**config.mk**
```make
export PLATFORM = sky130hd
export DESIGN_NAME = bus_mux_pipe
export DESIGN_NICKNAME = d
export VERILOG_FILES = /design/src/rtl/bus_pkg.sv /design/src/rtl/bus_sel_decode.sv /design/src/rtl/bus_mux_pipe.sv
export SDC_FILE = /design/constraint.sdc
export NUM_CORES = 1
export LEC_CHECK = 0
export BUFFER_PORTS_ARGS = -buffer_cell sky130_fd_sc_hd__clkbuf_2
export CAP_MARGIN = 30
export CORE_AREA = 2 2 484 486
export DETAILED_ROUTE_END_ITERATION = 8
export DIE_AREA = 0 0 486 488
export PLACE_DENSITY = 0.3
export SLEW_MARGIN = 20
export SYNTH_ARGS = -nofsm -noshare
export SYNTH_HDL_FRONTEND = slang
export SYNTH_SLANG_ARGS = --single-unit
```
**constraint.sdc**
```tcl
create_clock -name Clock -period 4.38 [get_ports Clock]
set_input_delay 0.219 -clock Clock [delete_from_list [all_inputs] [get_ports Clock]]
set_output_delay 0.219 -clock Clock [all_outputs]
set_load 0.03 [all_outputs]
```
**src/rtl/bus_pkg.sv**
```systemverilog
// Shared constants and types for the registered bus multiplexer.
// Source index map follows the processor's datapath ordering (R0..R31, G, DIN, Sin, Cos).
package bus_pkg;

  localparam int NSRC_DEFAULT  = 36;
  localparam int WIDTH_DEFAULT = 32;

  localparam int SRC_R0  = 0;
  localparam int SRC_R1  = 1;
  localparam int SRC_R2  = 2;
  localparam int SRC_R3  = 3;
  localparam int SRC_R4  = 4;
  localparam int SRC_R5  = 5;
  localparam int SRC_R6  = 6;
  localparam int SRC_R7  = 7;
  localparam int SRC_R8  = 8;
  localparam int SRC_R9  = 9;
  localparam int SRC_R10 = 10;
  localparam int SRC_R11 = 11;
  localparam int SRC_R12 = 12;
  localparam int SRC_R13 = 13;
  localparam int SRC_R14 = 14;
  localparam int SRC_R15 = 15;
  localparam int SRC_R16 = 16;
  localparam int SRC_R17 = 17;
  localparam int SRC_R18 = 18;
  localparam int SRC_R19 = 19;
  localparam int SRC_R20 = 20;
  localparam int SRC_R21 = 21;
  localparam int SRC_R22 = 22;
  localparam int SRC_R23 = 23;
  localparam int SRC_R24 = 24;
  localparam int SRC_R25 = 25;
  localparam int SRC_R26 = 26;
  localparam int SRC_R27 = 27;
  localparam int SRC_R28 = 28;
  localparam int SRC_R29 = 29;
  localparam int SRC_R30 = 30;
  localparam int SRC_R31 = 31;
  localparam int SRC_G   = 32;
  localparam int SRC_DIN = 33;
  localparam int SRC_SIN = 34;
  localparam int SRC_COS = 35;

  typedef enum logic [1:0] {
    SEL_NONE,
    SEL_ONE,
    SEL_MULTI
  } sel_class_t;

endpackage

```
**src/rtl/bus_sel_decode.sv**
```systemverilog
// Combinational select classifier: NONE / ONE / MULTI plus lowest set index.
// No state; the parent registers everything it derives from these outputs.
module bus_sel_decode
  import bus_pkg::*;
#(
  parameter int NSRC = NSRC_DEFAULT
) (
  input  logic [NSRC-1:0]         sel,
  output sel_class_t              sel_class,
  output logic [$clog2(NSRC)-1:0] low_idx
);

  localparam int IDX_W = $clog2(NSRC);

  logic seen;
  logic multi;

  // Scan upward so the first hit is the lowest index; a second hit marks MULTI.
  always_comb begin
    seen    = 1'b0;
    multi   = 1'b0;
    low_idx = '0;
    for (int i = 0; i < NSRC; i++) begin
      if (sel[i]) begin
        if (seen) begin
          multi = 1'b1;
        end else begin
          low_idx = IDX_W'(i);
        end
        seen = 1'b1;
      end
    end
  end

  always_comb begin
    sel_class = SEL_NONE;
    if (multi) begin
      sel_class = SEL_MULTI;
    end else if (seen) begin
      sel_class = SEL_ONE;
    end
  end

endmodule

```
**src/rtl/bus_mux_pipe.sv**
```systemverilog
// Registered one-hot bus multiplexer with source index, valid flag and sticky collision count.
// Define BUS_PRIORITY_EN to resolve multi-selects to the lowest set source instead of zero.
module bus_mux_pipe
  import bus_pkg::*;
#(
  parameter int WIDTH     = WIDTH_DEFAULT,
  parameter int NSRC      = NSRC_DEFAULT,
  parameter int HOLD_IDLE = 1,
  parameter int CNT_W     = 16
) (
  input  logic                    Clock,
  input  logic                    Reset,
  input  logic [NSRC*WIDTH-1:0]   src_data,
  input  logic [NSRC-1:0]         sel,
  input  logic                    clr_err,
  output logic [WIDTH-1:0]        BUS,
  output logic                    bus_valid,
  output logic [$clog2(NSRC)-1:0] bus_src,
  output logic                    collision,
  output logic [CNT_W-1:0]        coll_count
);

  localparam int IDX_W = $clog2(NSRC);

  sel_class_t       sel_class;
  logic [IDX_W-1:0] low_idx;
  logic [WIDTH-1:0] sel_dat;

  logic [WIDTH-1:0] bus_q, bus_d;
  logic             vld_q, vld_d;
  logic [IDX_W-1:0] src_q, src_d;
  logic             coll_q, coll_d;
  logic [CNT_W-1:0] cnt_q, cnt_d;

  bus_sel_decode #(
    .NSRC(NSRC)
  ) u_dec (
    .sel      (sel),
    .sel_class(sel_class),
    .low_idx  (low_idx)
  );

  always_comb begin
    sel_dat = '0;
    for (int i = 0; i < NSRC; i++) begin
      if (IDX_W'(i) == low_idx) begin
        sel_dat = src_data[i*WIDTH +: WIDTH];
      end
    end
  end

  always_comb begin
    bus_d  = bus_q;
    vld_d  = 1'b0;
    src_d  = src_q;
    coll_d = coll_q;
    cnt_d  = cnt_q;
    if (clr_err) begin
      coll_d = 1'b0;
      cnt_d  = '0;
    end
    case (sel_class)
      SEL_ONE: begin
        bus_d = sel_dat;
        src_d = low_idx;
        vld_d = 1'b1;
      end
      SEL_MULTI: begin
`ifdef BUS_PRIORITY_EN
        bus_d = sel_dat;
        src_d = low_idx;
        vld_d = 1'b1;
`else
        bus_d = '0;
`endif
        coll_d = 1'b1;
        // A collision in the clearing cycle counts as the first event after the clear.
        if (clr_err) begin
          cnt_d = CNT_W'(1);
        end else if (!(&cnt_q)) begin
          cnt_d = cnt_q + CNT_W'(1);
        end
      end
      default: begin
        if (HOLD_IDLE == 0) begin
          bus_d = '0;
        end
      end
    endcase
  end

  always_ff @(posedge Clock or posedge Reset) begin
    if (Reset) begin
      bus_q  <= '0;
      vld_q  <= 1'b0;
      src_q  <= '0;
      coll_q <= 1'b0;
      cnt_q  <= '0;
    end else begin
      bus_q  <= bus_d;
      vld_q  <= vld_d;
      src_q  <= src_d;
      coll_q <= coll_d;
      cnt_q  <= cnt_d;
    end
  end

  assign BUS        = bus_q;
  assign bus_valid  = vld_q;
  assign bus_src    = src_q;
  assign collision  = coll_q;
  assign coll_count = cnt_q;

endmodule

```
After elaboration in Yosys (flattened, before gate mapping) --
Index checks and enable logic that the tools add are counted.
Word-level totals: bits in registers 56, output and inout bits 56, input bits 1191, logic and storage cells 269
Operators by class: equality and inequality tests 37, add/sub/neg operators 1, mux-type cells 222, reduce and logical (&&, ||, !) cells 4
Operator list (count):
- $mux W32 | 36
- $mux W6 | 69
- $mux W1 | 111
- $eq A5 B6 Y1 const A | 16
- $mux W16 | 4
- $pmux W32 S2 | 1
- $eq A4 B6 Y1 const A | 8
- $eq A3 B6 Y1 const A | 4
- $eq A6 B6 Y1 const A | 4
- $add A16 B1 Y16 const B | 1
- $reduce_and A16 Y1 | 1
- $eq A2 B6 Y1 const A | 2
- $eq A1 B6 Y1 const A | 1
- $logic_not A6 Y1 | 1
- $reduce_bool A2 Y1 | 2
- $eq A2 B1 Y1 const B | 1
- $eq A2 B2 Y1 const B | 1
- $mux W2 | 1

Depth between registers and ports, before layout --
depth in word-level cells 109, gate-level depth with buffers 20, mapped depth without buffers 14

By module --
From an unflattened synthesis, not the netlist that was laid out.
Unflattened totals: cell total of the unflattened synthesis 2000, area total of the unflattened synthesis 13800.7 µm²
Modules (own cells, without submodules):
- bus_mux_pipe | cells each 1845, instances 1, area each 12831.1 µm²
- bus_sel_decode | cells each 155, instances 1, area each 969.7 µm²

Worst setup path after synthesis --
No wires, ideal clock.
path type input-to-reg, from in sel[19], to reg bus_q[30] (netlist: BUS[30]), path slack 892 ps, path buffers 0, required time 4256 ps, stages 13, arrival time 3364 ps, setup time 124 ps, cells stage by stage or4_4 > and4bb_2 > nand3_2 > or3_4 > and2_4 > a211oi_4 > o21bai_1 > a21oi_1 > or4_1 > nand4b_1 > o2111ai_1 > a31oi_1 > a211o_1
On the way: longest elaborated chain between the ends 71
RTL lines:
- start, declared | line bus_mux_pipe.sv:14 | input logic [NSRC-1:0] sel,
- $mux W6 / $mux W1 (equally long branches) | line bus_sel_decode.sv:24 | if (sel[i]) begin
- $mux W6 | line bus_sel_decode.sv:25 | if (seen) begin
- $mux W6 | line bus_sel_decode.sv:24
- $mux W6 | line bus_sel_decode.sv:25
- $mux W6 | line bus_sel_decode.sv:24
- $mux W6 | line bus_sel_decode.sv:25
- $mux W6 | line bus_sel_decode.sv:24
- $mux W6 | line bus_sel_decode.sv:25
- [20 not listed]
- $mux W6 | line bus_sel_decode.sv:24
- $mux W6 | line bus_sel_decode.sv:25
- $mux W6 | line bus_sel_decode.sv:24
- $mux W6 | line bus_sel_decode.sv:25
- $mux W6 | line bus_sel_decode.sv:24
- $logic_not A6 Y1 | line bus_mux_pipe.sv:46 | if (IDX_W'(i) == low_idx) begin
- $mux W32 (36 in series) | line bus_mux_pipe.sv:46
- $pmux W32 S2 | line bus_mux_pipe.sv:62 | case (sel_class)
- end signal, assigned | line bus_mux_pipe.sv:100 | bus_q <= bus_d;
- end, declared | line bus_mux_pipe.sv:29 | logic [WIDTH-1:0] bus_q, bus_d;
Parallel ways exist; a longest one is shown, timed or not. A chain may end at the register's enable or synchronous reset.

Worst setup path after layout --
from in sel[18], to reg bus_q[10] (netlist: BUS[10])
On the way: longest elaborated chain between the ends 73
RTL lines (line):
- $mux W6 / $mux W1 (equally long branches) | bus_sel_decode.sv:24
- $mux W6 | bus_sel_decode.sv:25
- $mux W6 | bus_sel_decode.sv:24
- $mux W6 | bus_sel_decode.sv:25
- $mux W6 | bus_sel_decode.sv:24
- $mux W6 | bus_sel_decode.sv:25
- $mux W6 | bus_sel_decode.sv:24
- $mux W6 | bus_sel_decode.sv:25
- [22 not listed]
- $mux W6 | bus_sel_decode.sv:24
- $mux W6 | bus_sel_decode.sv:25
- $mux W6 | bus_sel_decode.sv:24
- $mux W6 | bus_sel_decode.sv:25
- $mux W6 | bus_sel_decode.sv:24
- $logic_not A6 Y1 | bus_mux_pipe.sv:46
- $mux W32 (36 in series) | bus_mux_pipe.sv:46
- $pmux W32 S2 | bus_mux_pipe.sv:62
Parallel ways exist; a longest one is shown, timed or not.

==> flow_summary_export.csv <==
group,metric,value,unit
run_status,run_status,"finished, violations left",
run_status,violations,"negative setup slack",
worst_setup_path,cp_max_fo,15,
cts,clk_pin_slew,0.12,ns
synth,yosysMostFrequentCell,"nand2_1",
worst_setup_path,arrival,4.68,ns
timing,setup_violations,2,
pwr,leakage,13.5,nW
synth,synthArstFlopShare,100,%
final_layout,final_area,29400,µm²
cts,cts_tree,"done",
timing,timing.fmax,226,MHz
worst_hold_path,min_path_type,"input port to flop",
grt,gr-total-overflow,0,
timing,final_hold_viol_count,0,
timing,maxSlewHeadroom,26.8,%
worst_setup_path,worstReg2RegStart,"coll_count[0]$_DFF_PP0_",
synth,ys_seq_area_share,11.3,%
synth,yosysWarnings,0,
synth,synth-main-ff-cell,"dfrtp_1",
cts,htreeDepth,2,
worst_setup_path,worstPathRequired,4.65,ns
synth,synth_area,12400,µm²
cts,cts_buffer_depth,2,
timing,clock_skew,0.0108,ns
synth,synth.area.top_cells,"dfrtp_1, nand2_1, a21oi_1",
place,hpwl,274000,µm
floorplanning,die_area,237000,µm²
timing,finalCritPeriodShare,101,%
worst_setup_path,worst_setup_path_start_kind,"input port",
timing,fin_ws,-0.0359,ns
pwr,cellPowerDensity,105,nW/µm²
timing,drv_slew,0,
synth,synth_top_area_cell,"dfrtp_1",
final_layout,final_nets,4915,
grt,antenna_found_initial,256,
floorplanning,start_util,5.35,%
timing,grt_setup_unrepaired,"yes",
worst_setup_path,rrSetupSlack,2.13,ns
cts,clk_latency,0.37,ns
worst_setup_path,cp-startpoint,"sel[18]",
cts,clkSinkCount,56,
synth,avgSynthCellArea,6.46,µm²
synth,synth_top_area_share,11.3,%
synth,syn-num-nets,3112,
synth,synth_edf_count,0,
worst_hold_path,min-delay-start,"src_data[1081]",
timing,worst_pin_slew,1.07,ns
timing,whs,0.150,ns
grt,grt_pass1_vias,27303,
place,place_congestion,0.923,
synth,synthTopCellsByCount,"nand2_1, a21oi_1, o21ai_0",
floorplanning,fp-row-count,177,
detailed_routing,ant_nets,0,
floorplanning,core,232000,µm²
detailed_routing,viasPerCell,3.98,
timing,fin_crit,4.42,ns
cts,cts_made_buffers,5,
job,drv_cap,0,
floorplanning,die_w,486,µm
final_layout,area_delta_synth_final,137,%
grt,grt_max_degree,48,
synth,synth-seq-cells,56,
place,io_buffers,1246,
detailed_routing,drt_iter0_markers,2373,
grt,grt_pass1_wl,362000,µm
worst_setup_path,cp-end-kind,"flop",
floorplanning,io_pins,1247,
worst_setup_path,crit_type,"input port to flop",
synth,syn-instance-count,1920,
synth,synth_cell_types,93,
pwr,ir_worst_vdd,0.135,mV
detailed_routing,num_vias,27267,
detailed_routing,dr.pass1.iters,7,
floorplanning,die_h,488,µm
place,dpl_cell_area,28400,µm²
detailed_routing,wl_per_cell,44.3,µm
grt,grt_usage,24.5,%
detailed_routing,drc,0,
detailed_routing,wirelength,303000,µm
cts,cts_root_buf,"clkbuf_16",
final_layout,drive_gt1_share,56.8,%
-- worst max-delay path: stages --
cell and delay (ns):
buf_6 0.10, or4_4 0.58, and4bb_4 0.40, nand3_4 0.11, or3_4 0.44, nand2_4 0.11
buf_4 0.12, buf_4 0.10, nor2_4 0.06, buf_12 0.16, buf_12 0.17, a31o_2 0.36
a211oi_1 0.55, o2111ai_1 0.22, o211ai_1 0.39, a31oi_1 0.20, o21ai_1 0.24, a21oi_1 0.10
-- sequential cells by signal, summed over array words and instances, names as in the netlist --
name,flops
BUS,32
coll_count,16
bus_src,6
bus_valid,1
collision,1
-- cell usage in the layout (no fill, tap or decap), drive strengths merged, types with 9 or more instances in the layout --
master and n:
dfrtp 56, o211ai 24, or3 10, a221o 21
buf 709, o21ai 191, mux2i 39, mux2 13
a211oi 36, nand4 25, clkbuf 1250, nor3 65
nand2 284, diode 80, nand3 82, a22o 13
a22oi 74, a222oi 50, o31ai 14, and3 20
nand2b 9, a221oi 88, nor4 19, and2 12
a32oi 12, nor2 170, a21oi 209, o21a 9
inv 20, o221ai 21, o22ai 25, a2111oi 15
a31oi 22, o2111ai 14
-- timing repair --
action                                  CTS  global route
setup buffers                             4            10
gates cloned                              1             1
pin swaps                                 9            26
resized for setup                        66            46
endpoints found under the setup margin   32            29
hold endpoints to repair                 10             0
hold buffers                              1             0
-- through the flow --
step                      worst slack [ns]  total power, mW  cells  TNS, ns  utilization, %
final                              -0.0359             3.08   6847  -0.0436            12.7
after global routing               -0.0603             3.22   6811   -0.104            12.6
after CTS                           -0.173             3.15   6759   -0.202            12.5
after detailed placement             -1.62             2.52   6745   -34.09            12.2
after global placement               -2.05             2.53   6744   -38.93            12.2
after floorplan                      0.892            0.906   1920        0               -
-- kinds of logic after synthesis --
| kind of cell | share of synthesized area (%) |
|---|---|
| muxes | 4.33 |
| adders and majority gates | 0.343 |
| AOI/OAI and AO/OA | 50.0 |
| xor gates and xnor gates | 0.777 |
| buffers and inverters | 6.14 |
| and+or+nand+nor | 27.1 |
| DFF | 11.3 |
-- path summary, 6_finish.rpt --
check	depth (start not counted)	endpoint
max	18	BUS[10]$_DFFE_PP0P_
min	3	BUS[25]$_DFFE_PP0P_
max reg2reg	8	coll_count[15]$_DFF_PP0_
min reg2reg	2	bus_src[1]$_DFFE_PP0P_
max in group asynchronous	4	bus_src[4]$_DFFE_PP0P_
min in group asynchronous	3	BUS[23]$_DFFE_PP0P_
-- cell type report --
cell class	instances	area, µm²
multi-input combinational	1685	10900
fill	27289	203000
sequential	56	1400
clock inverter	3	27.5
tap	3043	3810
timing repair buffer	1956	12800
clock buffer	5	125
antenna	80	200
inverter	19	71.3
-- power breakdown --
group	leakage [nW]	internal (mW)	switching, mW	total (mW)
clock	0.0724	0.222	0.335	0.557
combinational	12.7	0.852	1.15	2.00
sequential	0.772	0.520	0.00547	0.526
-- metal layers --
layer  up-vias  global-route usage, %  wire [µm]
met5         -                      0        938
met4       142                   11.0      17200
met3       564                   6.55      22700
met2      1786                   43.4     148000
met1     13403                   27.3     115000
li1      11372                      -          -
Power figures use the tool's default switching activity.
